--- config.mk ---
export PLATFORM = sky130hd
export DESIGN_NAME = imem_if
export DESIGN_NICKNAME = d
export VERILOG_FILES = /design/src/rtl/imem_if.sv
export SDC_FILE = /design/constraint.sdc
export NUM_CORES = 1
export LEC_CHECK = 0
export BUFFER_PORTS_ARGS = -buffer_cell sky130_fd_sc_hd__buf_2
export CORE_ASPECT_RATIO = 1.2
export CORE_MARGIN = 4
export CORE_UTILIZATION = 42
export CTS_CLUSTER_DIAMETER = 80
export DETAILED_ROUTE_END_ITERATION = 12
export PLACE_DENSITY = 0.65
export REMOVE_ABC_BUFFERS = 1
export SETUP_SLACK_MARGIN = 0.2
export SKIP_LAST_GASP = 1
export SYNTH_ARGS = -nofsm -noshare
export SYNTH_HDL_FRONTEND = slang
export SYNTH_SLANG_ARGS = --single-unit
--- constraint.sdc ---
create_clock -name clk -period 4.96 [get_ports clk]
set_input_delay 0.248 -clock clk [delete_from_list [all_inputs] [get_ports clk]]
set_output_delay 0.248 -clock clk [all_outputs]
set_load 0.01 [all_outputs]
--- src/rtl/imem_if.sv ---
// Instruction-memory interface feeding the fetch stage.
// Turns the fetch next-PC into requests on a variable-latency memory port.
// Each returned word lands in a one-entry tagged buffer.
// Memory errors and misaligned PCs park the block in a sticky fault.

module imem_if (
    input  logic        clk,
    input  logic        rst_n,
    input  logic [31:0] pc_req_i,
    input  logic        halt_i,
    output logic [31:0] inst_o,
    output logic        stall_o,
    output logic        mem_req_o,
    output logic [31:0] mem_addr_o,
    input  logic        mem_gnt_i,
    input  logic        mem_rvalid_i,
    input  logic [31:0] mem_rdata_i,
    input  logic        mem_err_i,
    output logic        fault_o,
    output logic [31:0] fault_addr_o
);

    typedef enum logic [2:0] {
        BOOT,
        IDLE,
        REQ,
        WAIT,
        FAULT
    } state_t;

    state_t      state;
    state_t      state_nxt;

    logic        buf_valid;
    logic [31:0] buf_addr;
    logic [31:0] buf_data;
    logic [31:0] req_addr;
    logic [31:0] fault_addr;

    logic        hit;
    logic        capture_req;
    logic        fill;
    logic        take_fault;
    logic [31:0] fault_addr_nxt;

    // Hit compare is purely combinational so the fetch stage sees stall in the same cycle
    always_comb begin
        hit = buf_valid && (buf_addr == pc_req_i);
    end

    // Fetch-facing outputs: buffered word, stall gating, and fault status
    always_comb begin
        inst_o       = buf_data;
        stall_o      = halt_i | ~hit | (state == FAULT);
        fault_o      = (state == FAULT);
        fault_addr_o = fault_addr;
    end

    // Next-state and memory request generation; a miss in IDLE issues in the same cycle
    always_comb begin
        state_nxt      = state;
        mem_req_o      = 1'b0;
        mem_addr_o     = 32'h0;
        capture_req    = 1'b0;
        fill           = 1'b0;
        take_fault     = 1'b0;
        fault_addr_nxt = fault_addr;
        case (state)
            BOOT: begin
                state_nxt = IDLE;
            end
            IDLE: begin
                if (!hit && !halt_i) begin
                    if (pc_req_i[1:0] != 2'b00) begin
                        take_fault     = 1'b1;
                        fault_addr_nxt = pc_req_i;
                        state_nxt      = FAULT;
                    end else begin
                        mem_req_o   = 1'b1;
                        mem_addr_o  = pc_req_i;
                        capture_req = 1'b1;
                        state_nxt   = mem_gnt_i ? WAIT : REQ;
                    end
                end
            end
            REQ: begin
                mem_req_o  = 1'b1;
                mem_addr_o = req_addr;
                if (mem_gnt_i) begin
                    state_nxt = WAIT;
                end
            end
            WAIT: begin
                if (mem_rvalid_i) begin
                    if (mem_err_i) begin
                        take_fault     = 1'b1;
                        fault_addr_nxt = req_addr;
                        state_nxt      = FAULT;
                    end else begin
                        fill      = 1'b1;
                        state_nxt = IDLE;
                    end
                end
            end
            FAULT: begin
                state_nxt = FAULT;
            end
            default: begin
                state_nxt = BOOT;
            end
        endcase
    end

    // State, pending address, buffer and fault registers; reset clears everything
    always_ff @(posedge clk or negedge rst_n) begin
        if (!rst_n) begin
            state      <= BOOT;
            buf_valid  <= 1'b0;
            buf_addr   <= 32'h0;
            buf_data   <= 32'h0;
            req_addr   <= 32'h0;
            fault_addr <= 32'h0;
        end else begin
            state <= state_nxt;
            if (capture_req) begin
                req_addr <= pc_req_i;
            end
            if (fill) begin
                buf_valid <= 1'b1;
                buf_addr  <= req_addr;
                buf_data  <= mem_rdata_i;
            end
            if (take_fault) begin
                fault_addr <= fault_addr_nxt;
            end
        end
    end

endmodule

; ---- After elaboration in Yosys (flattened, before gate mapping)
; Cells that the tools add are included.
[totals]
reg_bits = 132
input_bits = 70
word_cells = 55
out_inout_bits = 99
[classes]
n_eq_ne = 10
bitwise = 3
mux = 27
n_reduce_logical = 9
[ops]
columns = op, count
row1 = $mux W32, 6
row2 = $pmux W32 S2, 2
row3 = $eq A32 B32 Y1, 1
row4 = $mux W3, 5
row5 = $pmux W3 S5, 1
row6 = $mux W1, 11
row7 = $ne A2 B2 Y1 const B, 5
row8 = $eq A3 B2 Y1 const B, 2
row9 = $reduce_and A6 Y1, 1
row10 = $pmux W1 S2, 2
row11 = $reduce_bool A2 Y1, 2
row12 = $eq A3 B1 Y1 const B, 1
row13 = $eq A3 B3 Y1 const B, 1
row14 = $logic_not A3 Y1, 1
row15 = $reduce_and A3 Y1, 1
row16 = $logic_and A1 B1 Y1, 2
row17 = $logic_not A1 Y1, 2
row18 = $or A1 B1 Y1, 2
row19 = $not A1 Y1, 1

; ---- Longest topological paths before layout
; Gate-level depths: netlist (run 1).
[depth]
word_depth = 7
depth_mapped = 8

; ---- Least setup slack after synthesis (run 1)
; No wires, ideal clock.
[synth_path]
path_kind = register -> output
startpoint = register buf_addr[26]
endpoint = output mem_addr_o[10]
path_slack_ps = 2685
path_stages_with_launch = 8
arrival_ps = 2027
path_cell_list = dfrtp_1 -> xor2_1 -> a2111oi_1 -> nand4_1 -> nor4_4 -> nor4_1 -> clkbuf_1 -> a22o_1
[synth_between]
elab_chain_len = 6
[synth_rtl]
columns = item, line
row1 = "start, declared", 35  ; logic [31:0] buf_addr;
row2 = "start signal, assigned", 130  ; buf_addr <= req_addr;
row3 = $eq A32 B32 Y1, 48  ; hit = buf_valid && (buf_addr == pc_req_i);
row4 = $logic_and A1 B1 Y1, 48
row5 = $logic_not A1 Y1, 73  ; if (!hit && !halt_i) begin
row6 = $logic_and A1 B1 Y1, 73
row7 = $mux W32, 73
row8 = $pmux W32 S2, 68  ; case (state)
row9 = "end, declared", 14  ; output logic [31:0] mem_addr_o,
; Every way passes these cells.

; ---- Final worst setup path (run 1)
[layout_path]
startpoint = register buf_addr[28]
endpoint = output mem_req_o
[layout_between]
elab_chain_len = 6
[layout_rtl]
columns = item, line
row1 = $eq A32 B32 Y1, 48
row2 = $logic_and A1 B1 Y1, 48
row3 = $logic_not A1 Y1, 73
row4 = $logic_and A1 B1 Y1, 73
row5 = $mux W1, 73
row6 = $pmux W1 S2, 68
row7 = "end, declared", 13  ; output logic mem_req_o,
; Every way passes these cells.

==> key figures, run 1 <==
Routing
  – DRC Markers: 0
  – Remaining antenna violation count after routing: 0
  – DR pass1 iterations: 5
  – Vias: 4131
  – Final wirelength: around 14000 um
  – Avg Vias per Cell: between 5 and 6
  – DR iter-0 viols: 114
  – WL/cell: 18.01 um

Synthesis
  – Seq cells post-synth: 132
  – Syn_area_per_cell: 13.95 um^2
  – Synth warn: 0
  – Register area share after synthesis: 54.32%
  – Netlist cell types: 35
  – Syn Inst Count: around 440
  – Post-Syn Area: 6081 um^2

Worst setup path
  – Critical Setup Path Class: flip-flop to output port
  – Worst setup EP type: output port
  – RR Endpoint: req_addr[2]
  – Crit. Startpoint: buf_addr[28]
  – CP arrival: 3190 ps
  – Worst-path fanout max: 27
  – Worst R2R Path Depth: 6
  – Required @ worst endpoint: roughly 4700 ps
  – R2r startpoint: buf_addr[28]
  – R2r setup slk: 1830 ps
  – CP endpoint: mem_req_o
  – Worst Setup Start Kind: flip-flop

Clocking
  – Longest Clk Path Bufs: 2
  – H-tree depth: 4
  – Num CTS Buffers: 17
  – TritonCTS clock tree: built
  – Worst skew pair latency: 410 ps
  – Root buffer cell: clkbuf_16
  – Clk sinks: 132
  – Reg clk slew, reported paths: 50 ps

STA
  – Min Tclk post-route: 3442 ps
  – Final setup violation count: 0
  – Actual slew at the worst max-slew pin: around 1000 ps
  – Final period util: 69.39%
  – Rel. slew slack: between 30% and 40%
  – Hold Fails Final Rpt: 0
  – Final setup TNS: 0 ps
  – Slew Viols, Final: 0
  – Final hold slack: 63.05 ps
  – Maximum clock frequency: 290.6 MHz
  – Skew final: about 5.4 ps
  – Unrepaired setup endpoints after global routing: no

Power
  – Clock network power share: 27.1%
  – Sw Share: between 30% and 40%
  – Sequential Power Share: 43.2%
  – Worst VDD drop: around 0.00029 V
  – Leak: 3.767 nW
  – PwrDens: between 500 and 600 nW/um^2
  – Internal power: 2.934 mW
  – Switching pwr: approximately 1.3 mW
  – Combinational share of power: 29.7%

GRT
  – First-pass GRT wire length: 23250 um
  – Largest net degree at the start of global routing: approximately 70
  – Grt ovf: 0
  – Initial antenna violation count: 0
  – GR Util All Layers: 17.65%
  – Vias in the first global route: 4571

Placed design
  – Port Buf Inserts: about 170
  – DP Area: about 7000 um^2
  – Post-DP HPWL: 9657 um
  – GPL Wtd Cong: about 0.77

Finish
  – Layout area overhead: 24.92%
  – Ant. Diodes: 0
  – Most frequent cells in the layout: 167 x buf_2, 132 x dfrtp_1, 124 x mux2_2
  – Most common cell after layout, fill and taps aside: buf_2
  – Net total in the final layout: 672
  – Layout cell share with drive strength beyond 1: 53.91%
  – Final instance area: between 7000 and 8000 um^2

Floorplan
  – Core area: 14000 um^2
  – Starting Density: 43.45%
  – Die area: 16480 um^2
  – Die X: 117.8 um
  – Die height: ~140 um
  – Row count: 47
  – I/O Pins: 169

Run
  – Max-cap viol count: 0

Hold path
  – Worst min path class: input port to flip-flop

Status
  – Outcome: finished clean
repair_timing:
action,CTS,global route
hold endpoints to repair,65,0
hold buffers,1,0
resized for setup,0,0
buffers inserted,0,0
registers in the layout, summed over array words and instances (netlist names):
name          cells
buf_addr         32
buf_valid         1
fault_addr_o     32
inst_o           32
req_addr         32
state             3
logic make-up (layout without fill, tap and decap cells):
kind of cell	Yosys count	in the layout	share of synthesized area (%)
AOI/OAI and AO/OA	48	48	6.379
xor gates and xnor gates	26	26	3.745
buffers and inverters	32	210	2.922
DFF	132	132	54.32
muxes	153	153	28.31
and+or+nand+nor	45	45	4.321
worst max-delay path, cell delays in order (launching register included):
cell and delay [ps]:
dfrtp_1 390, xor2_1 160, nor4_1 500, nand4_1 290, nor4_4 480, nor4_2 200
buf_4 290, or2_2 320, buf_2 140
area by class of cell:
type                       instances  area, um^2
tap                              171       214.0
multi-input combinational        272        2630
sequential                       132        3303
timing repair buffer             173       887.1
fill                            1174        6400
clock inverter                     5       50.05
clock buffer                      26       489.2
inverter                           6       22.52
routing by layer:
metal	share of wire (%)	vias up	global-route usage (%)	routed length, um
met5	0	-	0	0
met4	2.0	0	6.852	282
met3	8.0	20	6.899	1124
met2	48	151	28.62	6841
met1	42	2033	21.25	5889
li1	-	1927	-	-
worst min-delay path by stage:
stage                        to  depth (start not counted)  slack (ps)             from
2_1_floorplan       buf_addr[0]                          0         -50            rst_n
3_3_place_gp   fault_addr_o[26]                          1         270            rst_n
3_5_place_dp       buf_addr[26]                          1         280            rst_n
4_1_cts              inst_o[31]                          2          40  mem_rdata_i[31]
5_1_grt              inst_o[31]                          2          50  mem_rdata_i[31]
6_report             inst_o[31]                          2          60  mem_rdata_i[31]
power groups by stage:
stage               logic, mW  registers (mW)  clock network [mW]
detailed placement       1.29            1.85                   0
finish                   1.26            1.84                1.15
global placement         1.25            1.82                   0
global route             1.39            1.91                1.23
CTS                      1.29            1.84                1.18
floorplan               0.671            1.91                   0
synthesized netlist by cell type, drive strengths merged:
cell type | count | area (um^2)
a2111oi | 1 | 10.01
a21oi | 1 | 5.000
a222oi | 1 | 10.01
a22o | 30 | 262.8
a311oi | 1 | 8.760
and2 | 4 | 25.02
buf | 14 | 110.1
clkbuf | 12 | 45.04
dfrtp | 132 | 3303
inv | 6 | 22.52
mux2 | 152 | 1712
mux2i | 1 | 10.01
nand2 | 13 | 48.80
nand3 | 1 | 5.000
nand4 | 3 | 18.77
nor2 | 3 | 11.26
nor2b | 5 | 31.28
nor3b | 2 | 15.01
nor4 | 7 | 58.81
o211a | 1 | 10.01
o21ai | 8 | 40.04
o21bai | 1 | 7.510
o22ai | 3 | 25.02
o2bb2ai | 1 | 8.760
or2 | 3 | 18.77
or3 | 1 | 6.260
or3b | 1 | 8.760
or4 | 2 | 15.01
xnor2 | 4 | 35.03
xor2 | 22 | 192.7
metrics by stage:
| stage | total power, mW | setup slack, ps | utilization [%] | cells |
|---|---|---|---|---|
| 2_1_floorplan | 2.581 | -2049 | - | 410 |
| 3_3_place_gp | 3.070 | 1716 | 50.35 | 753 |
| 3_5_place_dp | 3.140 | 1677 | 50.35 | 753 |
| 4_1_cts | 4.313 | 1348 | 54.27 | 785 |
| 5_1_grt | 4.527 | 1294 | 54.27 | 785 |
| 6_report | 4.255 | 1518 | 54.27 | 785 |
No activity file was read; power rests on OpenSTA's default activity.
==> run 2: changes to the inputs <==
- ABC_AREA: default -> 1
- PLACE_DENSITY: 0.65 -> 0.67
- clock period: 4.96 -> 2.75 ns (I/O delays scaled with it)
==> key figures, run 2 <==
Finish
  – Util after Layout: 56.70%
  – Layout cell share with drive strength beyond 1: approximately 27%
  – Most frequent cells in the layout: 269 x nand2_1, 167 x buf_2, 132 x dfrtp_1
  – Fillers: about 1500
  – Final instance area: 8552 um^2
  – Ant. Diodes: 0
  – Most common cell after layout, fill and taps aside: nand2_1
  – Layout area overhead: 31.14%
  – Net total in the final layout: roughly 1100

Floorplan
  – Row count: 49
  – Die height: 144.5 um
  – Starting Density: 43.24%
  – Core area: 15080 um^2
  – Die X: around 120 um
  – Die area: 17590 um^2
  – I/O Pins: 169

Routing
  – Vias: 6010
  – WL/cell: 15.10 um
  – DR iter-0 viols: 350
  – Final wirelength: 18590 um
  – DRC Markers: 0
  – Avg Vias per Cell: between 4 and 5
  – DR pass1 iterations: 5
  – Remaining antenna violation count after routing: 0

Synthesis
  – Synth area leader: dfrtp_1
  – EDFF count, synth: 0
  – Post-Syn Area: 6521 um^2
  – Netlist cell types: 34
  – Top cells by area, synth: dfrtp_1 51%, nand2_1 16%, o21ai_0 6.9%
  – Ys flop type: dfrtp_1
  – Most frequent cells after synthesis: 276 x nand2_1, 132 x dfrtp_1, 91 x inv_1, 90 x o21ai_0, 70 x nand3_1
  – Syn_area_per_cell: ~8.0 um^2
  – Syn Inst Count: 813
  – FFs w/ async S/R, synth: 100.0%
  – Register area share after synthesis: 50.65%
  – Count leader, synth: nand2_1
  – Synth warn: 0
  – Seq cells post-synth: 132
  – Yosys top cell area share: 50.65%

STA
  – Final period util: slightly below 90%
  – Final setup violation count: 0
  – Unrepaired setup endpoints after global routing: no
  – Maximum clock frequency: ~420 MHz
  – Min Tclk post-route: 2402 ps
  – Final setup TNS: 0 ps
  – Skew final: 7.865 ps
  – Slew Viols, Final: 0
  – Hold Fails Final Rpt: 0
  – Actual slew at the worst max-slew pin: 709.0 ps
  – Rel. slew slack: a little over half

Clocking
  – Reg clk slew, reported paths: ~60 ps
  – Num CTS Buffers: 17
  – Root buffer cell: clkbuf_16
  – Clk sinks: 132
  – TritonCTS clock tree: built
  – Longest Clk Path Bufs: 2
  – Worst skew pair latency: 420 ps
  – H-tree depth: 4

Placed design
  – DP Area: 7533 um^2
  – Post-DP HPWL: about 13000 um
  – GPL Wtd Cong: 0.8877
  – Port Buf Inserts: 168

Worst setup path
  – Worst Setup Start Kind: flip-flop
  – Required @ worst endpoint: 2610 ps
  – Worst-path fanout max: 5
  – Worst setup EP type: output port
  – CP arrival: around 2300 ps
  – Critical Setup Path Class: flip-flop to output port

GRT
  – GR Util All Layers: between 20% and 30%
  – Grt ovf: 0
  – Initial antenna violation count: 0
  – Largest net degree at the start of global routing: 62
  – Met3 Track Usage GR: 7.316%
  – First-pass GRT wire length: slightly above 30000 um
  – Vias in the first global route: 6181
  – GRT Max-Usage Layer: met2
  – Met1 usage: a little over a quarter
  – Met2 GRT Util: between 30% and 40%

Power
  – Leak: 4.716 nW
  – PwrDens: approximately 970 nW/um^2
  – Worst VDD drop: 0.0004788 V
  – Final Total Pwr: roughly 8.3 mW

Run
  – Max-cap viol count: 0

Status
  – Outcome: finished clean

Hold path
  – Worst min path class: input port to flip-flop
[run 2: changes by cell type after synthesis, sizes merged, moves of 5 or more]
cell	before	now
mux2	152	32
inv	6	97
xor2	22	2
nand3	1	71
nor2	3	28
nor2b	5	0
nand4	3	9
buf	14	24
nor4	7	2
nor3	0	6
o21ai	8	98
nand2	13	279
a22o	30	0
[run 2: cell type report]
class	instances	area, um^2	share of cell area [%]
repair buffers	221	1389	16.24
multi-input cells	545	2711	31.70
inverters	98	375.4	4.389
repair inverters	1	6.256	0.07315
well taps	204	255.2	2.985
flip-flops and latches	132	3303	38.62
clock buffers	24	481.7	5.633
clock inverters	6	30.03	0.3511
[run 2: cell families after synthesis]
group | share of synthesized area (%)
flip-flops | 50.65
multiplexers | 5.526
AND/OR/NAND/NOR | 25.65
XOR/XNOR | 0.9402
AO/OA/AOI/OAI | 8.289
buffers and inverters | 8.941
[run 2: worst max-delay path: stages, from the launching register on]
cell and delay, ps:
dfrtp_1 400, xnor2_2 190, nand2_1 100, nor2_1 110, nand2_1 50, nor2_1 140
nand3_2 130, nand2_4 150, inv_8 60, clkbuf_16 160, nand3_1 80, o21ai_0 100
buf_2 170
[run 2: report_power, final]
group,internal [mW],switching [mW]
registers,2.82,0.495
logic,1.23,1.73
clock network,1.20,0.812
[run 2: through the flow]
step | cells | hold slack, ps | worst slack, ps
after detailed placement | 1160 | 112.6 | 598.6
after CTS | 1223 | 0.6290 | 209.8
after floorplan | 775 | -158.1 | -1226
after global routing | 1231 | 22.11 | 158.8
final | 1231 | 15.00 | 348.3
after global placement | 1160 | 116.0 | 665.5
[run 2: path summary, 6_finish.rpt]
check | startpoint | endpoint | slack (ps) | cells past startpoint
max reg2reg | buf_addr[28] | fault_addr_o[14] | 730 | 10
min reg2reg | req_addr[12] | req_addr[12] | 470 | 2
min | pc_req_i[22] | req_addr[22] | 20 | 3
min in group asynchronous | rst_n | fault_addr_o[3] | 220 | 2
max in group asynchronous | rst_n | inst_o[22] | 1740 | 3
max | buf_addr[28] | mem_addr_o[6] | 350 | 12
[run 2: metal layers]
| layer | vias up | routed length, um |
|---|---|---|
| met4 | 0 | 380 |
| met5 | - | 0 |
| met3 | 31 | 1360 |
| met1 | 2792 | 7688 |
| li1 | 2996 | - |
| met2 | 191 | 9159 |
[run 2: what timing repair did]
item,CTS,global route
setup buffers,0,4
endpoints found under the setup margin,21,23
pin swaps,0,7
gates resized for setup,1,24
hold endpoints to repair,78,0
hold buffers,33,0
gates cloned,0,4
